File: src/rtl/gcd_requester_pkg.sv
// Shared definitions for the GCD requester: FSM encoding, default sizing and
// the timeout counter width helper.
package gcd_requester_pkg;

    typedef enum logic [1:0] {
        S_IDLE  = 2'd0,
        S_START = 2'd1,
        S_WAIT  = 2'd2,
        S_RESP  = 2'd3
    } state_t;

    localparam int unsigned DEF_W       = 5;
    localparam int unsigned DEF_TIMEOUT = 63;

    function automatic int unsigned tmo_cnt_w(input int unsigned timeout);
        return (timeout < 1) ? 1 : $clog2(timeout + 1);
    endfunction

    localparam int unsigned DEF_TMO_CNT_W = tmo_cnt_w(DEF_TIMEOUT);

endpackage

File: src/rtl/gcd_requester.sv
// Client-side requester for a GCD engine: accepts an operand pair, bypasses
// trivial pairs, starts the engine, waits with timeout and returns the result.
//
// state   | meaning
// IDLE    | ready for a new operand pair
// START   | one-cycle Go pulse to the engine
// WAIT    | waiting for engine Done or timeout
// RESP    | result held for client handshake
module gcd_requester
    import gcd_requester_pkg::*;
#(
    parameter int unsigned W       = DEF_W,
    parameter int unsigned TIMEOUT = DEF_TIMEOUT
) (
    input  logic         clk,
    input  logic         rst_n,
    input  logic         in_valid_i,
    output logic         in_ready_o,
    input  logic [W-1:0] in_x_i,
    input  logic [W-1:0] in_y_i,
    output logic [W-1:0] x_o,
    output logic [W-1:0] y_o,
    output logic         go_o,
    input  logic         done_i,
    input  logic [W-1:0] result_i,
    output logic         out_valid_o,
    input  logic         out_ready_i,
    output logic [W-1:0] out_gcd_o,
    output logic         out_err_o,
    output logic [7:0]   count_o
);

    localparam int unsigned CW = tmo_cnt_w(TIMEOUT);
    // The TIMEOUT-th WAIT cycle is the last one in which Done is still honoured.
    localparam logic [CW-1:0] TMO_LAST = CW'(TIMEOUT - 1);

    state_t        state_q, state_d;
    logic [W-1:0]  x_q, x_d, y_q, y_d;
    logic [W-1:0]  gcd_q, gcd_d;
    logic          err_q, err_d;
    logic [CW-1:0] cnt_q, cnt_d;
    logic [7:0]    count_q, count_d;

    always_ff @(posedge clk or negedge rst_n) begin
        if (!rst_n) begin
            state_q <= S_IDLE;
            x_q     <= '0;
            y_q     <= '0;
            gcd_q   <= '0;
            err_q   <= 1'b0;
            cnt_q   <= '0;
            count_q <= '0;
        end else begin
            state_q <= state_d;
            x_q     <= x_d;
            y_q     <= y_d;
            gcd_q   <= gcd_d;
            err_q   <= err_d;
            cnt_q   <= cnt_d;
            count_q <= count_d;
        end
    end

    always_comb begin
        state_d = state_q;
        x_d     = x_q;
        y_d     = y_q;
        gcd_d   = gcd_q;
        err_d   = err_q;
        cnt_d   = cnt_q;
        count_d = count_q;
        case (state_q)
            S_IDLE: begin
                if (in_valid_i) begin
                    x_d = in_x_i;
                    y_d = in_y_i;
                    if (in_x_i != '0 && in_y_i != '0) begin
                        state_d = S_START;
                    end else begin
                        // With at least one zero operand the OR is the answer.
                        gcd_d   = in_x_i | in_y_i;
                        err_d   = 1'b0;
                        state_d = S_RESP;
                    end
                end
            end
            S_START: begin
                cnt_d   = '0;
                state_d = S_WAIT;
            end
            S_WAIT: begin
                if (done_i) begin
                    gcd_d   = result_i;
                    err_d   = 1'b0;
                    state_d = S_RESP;
                end else if (cnt_q == TMO_LAST) begin
                    gcd_d   = '0;
                    err_d   = 1'b1;
                    state_d = S_RESP;
                end else begin
                    cnt_d = cnt_q + 1'b1;
                end
            end
            S_RESP: begin
                if (out_ready_i) begin
                    count_d = count_q + 8'd1;
                    state_d = S_IDLE;
                end
            end
            default: state_d = S_IDLE;
        endcase
    end

    assign in_ready_o  = (state_q == S_IDLE);
    assign go_o        = (state_q == S_START);
    assign out_valid_o = (state_q == S_RESP);
    assign x_o         = x_q;
    assign y_o         = y_q;
    assign out_gcd_o   = gcd_q;
    assign out_err_o   = err_q;
    assign count_o     = count_q;

endmodule

File: config.mk
export PLATFORM = sky130hd
export DESIGN_NAME = gcd_requester
export DESIGN_NICKNAME = d
export VERILOG_FILES = /design/src/rtl/gcd_requester_pkg.sv /design/src/rtl/gcd_requester.sv
export SDC_FILE = /design/constraint.sdc
export NUM_CORES = 1
export LEC_CHECK = 0
export ABC_AREA = 0
export CAP_MARGIN = 20
export CORE_MARGIN = 4
export CORE_UTILIZATION = 35
export DETAILED_ROUTE_END_ITERATION = 7
export GPL_ROUTABILITY_DRIVEN = 1
export GPL_TIMING_DRIVEN = 0
export PLACE_DENSITY = 0.59
export RECOVER_POWER = 25
export SLEW_MARGIN = 20
export SYNTH_ARGS = -nofsm -noshare
export SYNTH_HDL_FRONTEND = slang
export SYNTH_SLANG_ARGS = --single-unit
File: constraint.sdc
create_clock -name clk -period 2.33 [get_ports clk]
set_input_delay 0.466 -clock clk [delete_from_list [all_inputs] [get_ports clk]]
set_output_delay 0.466 -clock clk [all_outputs]
set_load 0.02 [all_outputs]
==> impl_metrics.ini <==
[detailed_routing]
routed_via_density = 5.36
drt_iter0_drc = 49
antenna_left = 0
routed_wl_um = 4020
avgRoutedWirePerCell_um = 15.5
vias = 1394
drc = 0
firstDrtPassIters = 4

[floorplan]
die_area_um2 = 5910
start_util = 0.371
die_h_um = 76.9
core_area_um2 = 4470
num_rows = 24
fp.dieW_um = 76.9
pin_count = 47

[sta]
tns_ns = 0
holdWs_ns = 0.277
grt_setup_unrepaired = false
tightest_slew_ns = 0.888
setup_violations = 0
post-route-period-util = 0.956
period_needed_ns = 2.23
slew_headroom = 0.408
hold_viol = 0
skew_ns = 0.00584
timing.fmax_mhz = 449
drv_slew = 0

[yosys]
yosys.area.top_type = dfrtp_1
synthAdderAreaFrac = 0.0603
synth_nets = 182
synth_cell_type_count = 37
synth_compound_area_frac = 0.131
synthTopCellsByArea = dfrtp_1 48%, mux2_2 7.5%, ha_1 6.0%
yosys.area_share.simple = 0.161
syn_avg_cell_area_um2 = 10.8
ys_seq_elements = 32
syn_area_um2 = 1660
yosysTopAreaCellShare = 0.483
synth_warnings = 0
synth_edf_count = 0
synth_xor_area_frac = 0.0415
synthArstFlopShare = 1.00
syn_inst = 154
ys.flop_type = dfrtp_1
synth_top_family_by_area = simple AND/OR/NAND/NOR gates
seq_area_frac_synth = 0.483
synth_mux_area_frac = 0.0935

[global_routing]
grt_most_used_layer = met2
grt_max_degree = 18
grt_overflow_total = 0
grt_pass1_vias = 1385
grt_use_met1 = 0.185
grtUsageMet3 = 0.0445
grt.total_usage = 0.149
grt_pass1_wl_um = 6780
antenna_found_initial = 0
grtUsageMet2 = 0.227

[clocking]
path_clk_slew_ns = 0.07
cts_sinks = 32
clk_latency_ns = 0.29
cts_setup_buffers = 0
cts_tree = done
cts_buffers = 5
cts_resized = 0
cts.path.max_buffers = 2
cts_root_buf = clkbuf_8
ctsHtreeMaxLevel = 2
holdBufCountCts = 0

[final_layout]
final_core_util = 0.506
final_common_cell = clkdlybuf4s50_1
layout_common_cells = 44 x clkdlybuf4s50_1, 32 x dfrtp_1, 18 x nand2_1, 11 x mux2_2, 10 x a21oi_1
fill_cells = 408
multi_input_area_um2 = 810
seqCellArea_um2 = 801
nets = 235
drive_above_1_share = 0.135
syn_to_final_growth_pct = 36.5
post-route-cell-area_um2 = 2260
n_antenna_cell = 0

[setup_path]
r2r_cells = 6
r2r-end = state_q[1]$_DFFE_PN0P_
cp_data_required_time_ns = 1.86
start_kind = flip-flop
arrival_ns = 1.76
path_class = flip-flop to primary output
reg2reg_slack_ns = 0.55
crit_path_end_kind = primary output
worstPathMaxFanout = 5
timing.rr.start = cnt_q[0]$_DFFE_PN0P_

[placement]
post_dp_cell_area_um2 = 2200
routabilityCongestion = 0.781
place_hpwl_um = 3170
portBuffers = 45

[power_and_ir_drop]
power_leakage_nw = 0.972
powerDensity_nw_per_um2 = 1270
peakVddDrop_uv = 627

[outcome]
status = completed

[run]
drv_cap = 0

[worst_hold_path]
min_path_type = primary input to asynchronous set/reset pin
==> cells in the mapped netlist (all sizes together) (2+ instances only) <==
library cell,instances
dfrtp,32
nand2,18
mux2,12
a21oi,10
nor2,9
ha,8
inv,8
nor3,7
xnor2,6
a22o,5
nand3,5
nand4,4
buf,3
and3,2
mux2i,2
nand2b,2
nor2b,2
o21ai,2
o221ai,2
o311ai,2
==> worst max-delay path by stage <==
stage	startpoint	endpoint	depth (start not counted)
after floorplan	state_q[0]$_DFFE_PN0P_	out_err_o$_DFFE_PN0P_	6
after global placement	rst_n	y_o[1]$_DFFE_PN0P_	1
after detailed placement	in_y_i[3]	out_gcd_o[1]$_DFFE_PN0P_	5
after CTS	state_q[0]$_DFFE_PN0P_	in_ready_o	3
after global routing	state_q[1]$_DFFE_PN0P_	in_ready_o	3
final	state_q[0]$_DFFE_PN0P_	in_ready_o	3
==> power by group <==
part	switching [mW]	total [mW]	internal, mW
clock	0.206	0.442	0.235
combinational	0.777	1.51	0.729
sequential	0.157	0.922	0.765
==> per-stage QoR <==
step                      worst slack, ns  power (mW)  instances
after floorplan                     0.704        1.82        154
after global placement              0.145        2.40        251
after detailed placement            0.275        2.46        252
after CTS                          0.0905        2.92        260
after global routing              0.00835        3.10        260
final                               0.103        2.87        260
==> flip-flops by register name (all words and copies together) (netlist names) <==
signal and flops:
out_gcd_o 5, cnt_q 6, out_err_o 1, x_o 5, y_o 5, count_o 8
state_q 2
==> layer usage <==
layer / share of wire / vias to the layer above / wire length [um]
met3: 0.052 / 14 / 209
met5: 0 / - / 0
met2: 0.47 / 52 / 1890
met4: 0.034 / 0 / 136
met1: 0.44 / 666 / 1790
li1: - / 662 / -
==> critical path, cell delays in order (launching register included) <==
cell	delay, ns
dfrtp_1	0.40
inv_1	0.13
ha_1	0.28
clkdlybuf4s50_1	0.66
==> cell families (layout without fill, tap and decap cells) <==
group / Yosys count / after routing
flops: 32 / 32
xor+xnor: 7 / 7
buf+inv: 12 / 66
compound gates: 28 / 28
fa+ha+maj: 8 / 8
mux: 14 / 14
simple gates: 53 / 53
==> layout make-up <==
cell class | instances | share of cell area
tap | 52 | 0.0287
buffer | 4 | 0.00829
sequential | 32 | 0.354
timing repair buffer | 46 | 0.198
clock buffer | 6 | 0.0365
clock inverter | 2 | 0.00442
multi-input combinational | 110 | 0.357
inverter | 8 | 0.0133
(Power assumes the default switching activity.)
==> edit, RTL diff (config.mk and constraints unchanged) <==
The 4 states of `state_t` get a Gray code encoding in 2 bits.
--- a/src/rtl/gcd_requester_pkg.sv
+++ b/src/rtl/gcd_requester_pkg.sv
@@ -4,8 +4,8 @@
 
     typedef enum logic [1:0] {
-        S_IDLE  = 2'd0,
-        S_START = 2'd1,
-        S_WAIT  = 2'd2,
-        S_RESP  = 2'd3
+        S_IDLE  = 2'b00,
+        S_START = 2'b01,
+        S_WAIT  = 2'b11,
+        S_RESP  = 2'b10
     } state_t;
 
Function: same outputs for any inputs over 10 cycles, from zero or initial values and one cycle with rst_n low; not proved beyond that.
==> edit against the original RTL <==
- the run now ends with max-capacitance violations, max-slew violations left
- setup slack better by 0.021 ns
- routed wire length down 6.3%
- design area down 4.2%
- cell count down 6.5%
- global-route usage down 0.87 points
- total power down 3.6%
- worst hold slack better by 0.19 ns
- first-iteration DRC count up 16%
- largest cell class is now flip-flops and latches
- sequential cell count unchanged
- synthesized area down 4.6%
==> edit: results (changes against the original RTL) <==
[detailed_routing]
drtIter0Drc=57  ; +16%
detail_route.wl_per_cell_um=15.5  ; +0.24%

[final_layout]
nets=214  ; -8.9%
drive_gt1_frac=0.173  ; +0.0382

[logic_synthesis]
syn_nets=163  ; -10%
synthTopCellsByCount=dfrtp_1 (32), nand3_1 (12), mux2_2 (11)
netlist_top_cells_area=dfrtp_1 (51%), mux2_2 (7.8%), mux2_4 (4.7%)
synthCells=140  ; -9.1%

[global_route]
grt_pass1_wl_um=5930  ; -12%
grtUsageTotal=0.140  ; -0.00871
grt_max_degree=33  ; +15

[worst_setup_path]
cp.arrival_ns=1.74  ; -0.02 ns
cpPeakStageDelay_ns=0.63  ; -0.03 ns
cp_max_fo=12  ; +7

[power_and_ir_drop]
leakagePower_nw=0.916  ; -5.7%
pg_comb_mw=1.36  ; -9.9%

[place]
placed_cells=237  ; -6.0%
placed_cell_area_sq_um=2090  ; -4.7%
dp_hpwl_um=2920  ; -7.8%
finalWeightedCongestion=0.809  ; +3.6%

[sta]
maxSlewViolCount=33  ; +33
slew_headroom=-0.161  ; -0.570
finClkSkew_ns=0.00469  ; -0.00115 ns

[run_status]
violations=max-capacitance violations, max-slew violations
status=finished, violations left

[job]
maxCapViolations=1  ; +1

-- edit: cell types whose count changed after synthesis, sizes merged, moves of 4 or more --
cell   before  now
o21ai       2    7
mux2       12   16
a21oi      10    2
nand2      18    8
a22o        5    0
nor3        7    1
nand3       5   12
ha          8    3
-- edit: cells by family after synthesis --
group,after synthesis,share of synthesized area
multiplexers,16,0.126
XOR/XNOR,7,0.0387
AO/OA/AOI/OAI,22,0.109
flip-flops,32,0.506
buffers and inverters,11,0.0277
adder cells (fa/ha/maj),3,0.0237
AND/OR/NAND/NOR,49,0.169
-- edit: path summary, 6_finish.rpt --
check,to,slack (ns),cells past startpoint
setup / recovery,go_o,0.12,3
hold / removal,count_o[7]$_DFFE_PN0P_,0.47,1
setup reg to reg,count_o[7]$_DFFE_PN0P_,0.52,5
hold reg to reg,count_o[7]$_DFFE_PN0P_,0.47,1
max in group asynchronous,x_o[2]$_DFFE_PN0P_,0.68,1
min in group asynchronous,count_o[1]$_DFFE_PN0P_,0.64,1
-- edit: layer usage --
metal / part of all wire / up-vias / global-route usage / routed length, um
met5: 0 / - / 0 / 0
li1: - / 607 / - / -
met3: 0.046 / 7 / 0.0360 / 172
met1: 0.44 / 596 / 0.177 / 1670
met4: 0.016 / 0 / 0.0524 / 61
met2: 0.49 / 31 / 0.232 / 1860
-- edit: cell type report --
class / count / area [sq um] / area share
Timing Repair Buffer: 45 / 444 / 0.205
Tap cell: 52 / 65.1 / 0.0300
Buffer: 5 / 22.5 / 0.0104
Sequential cell: 32 / 801 / 0.369
Clock buffer: 6 / 72.6 / 0.0334
Multi-Input combinational cell: 97 / 741 / 0.341
Clock inverter: 1 / 5.00 / 0.00231
Inverter: 5 / 18.8 / 0.00865
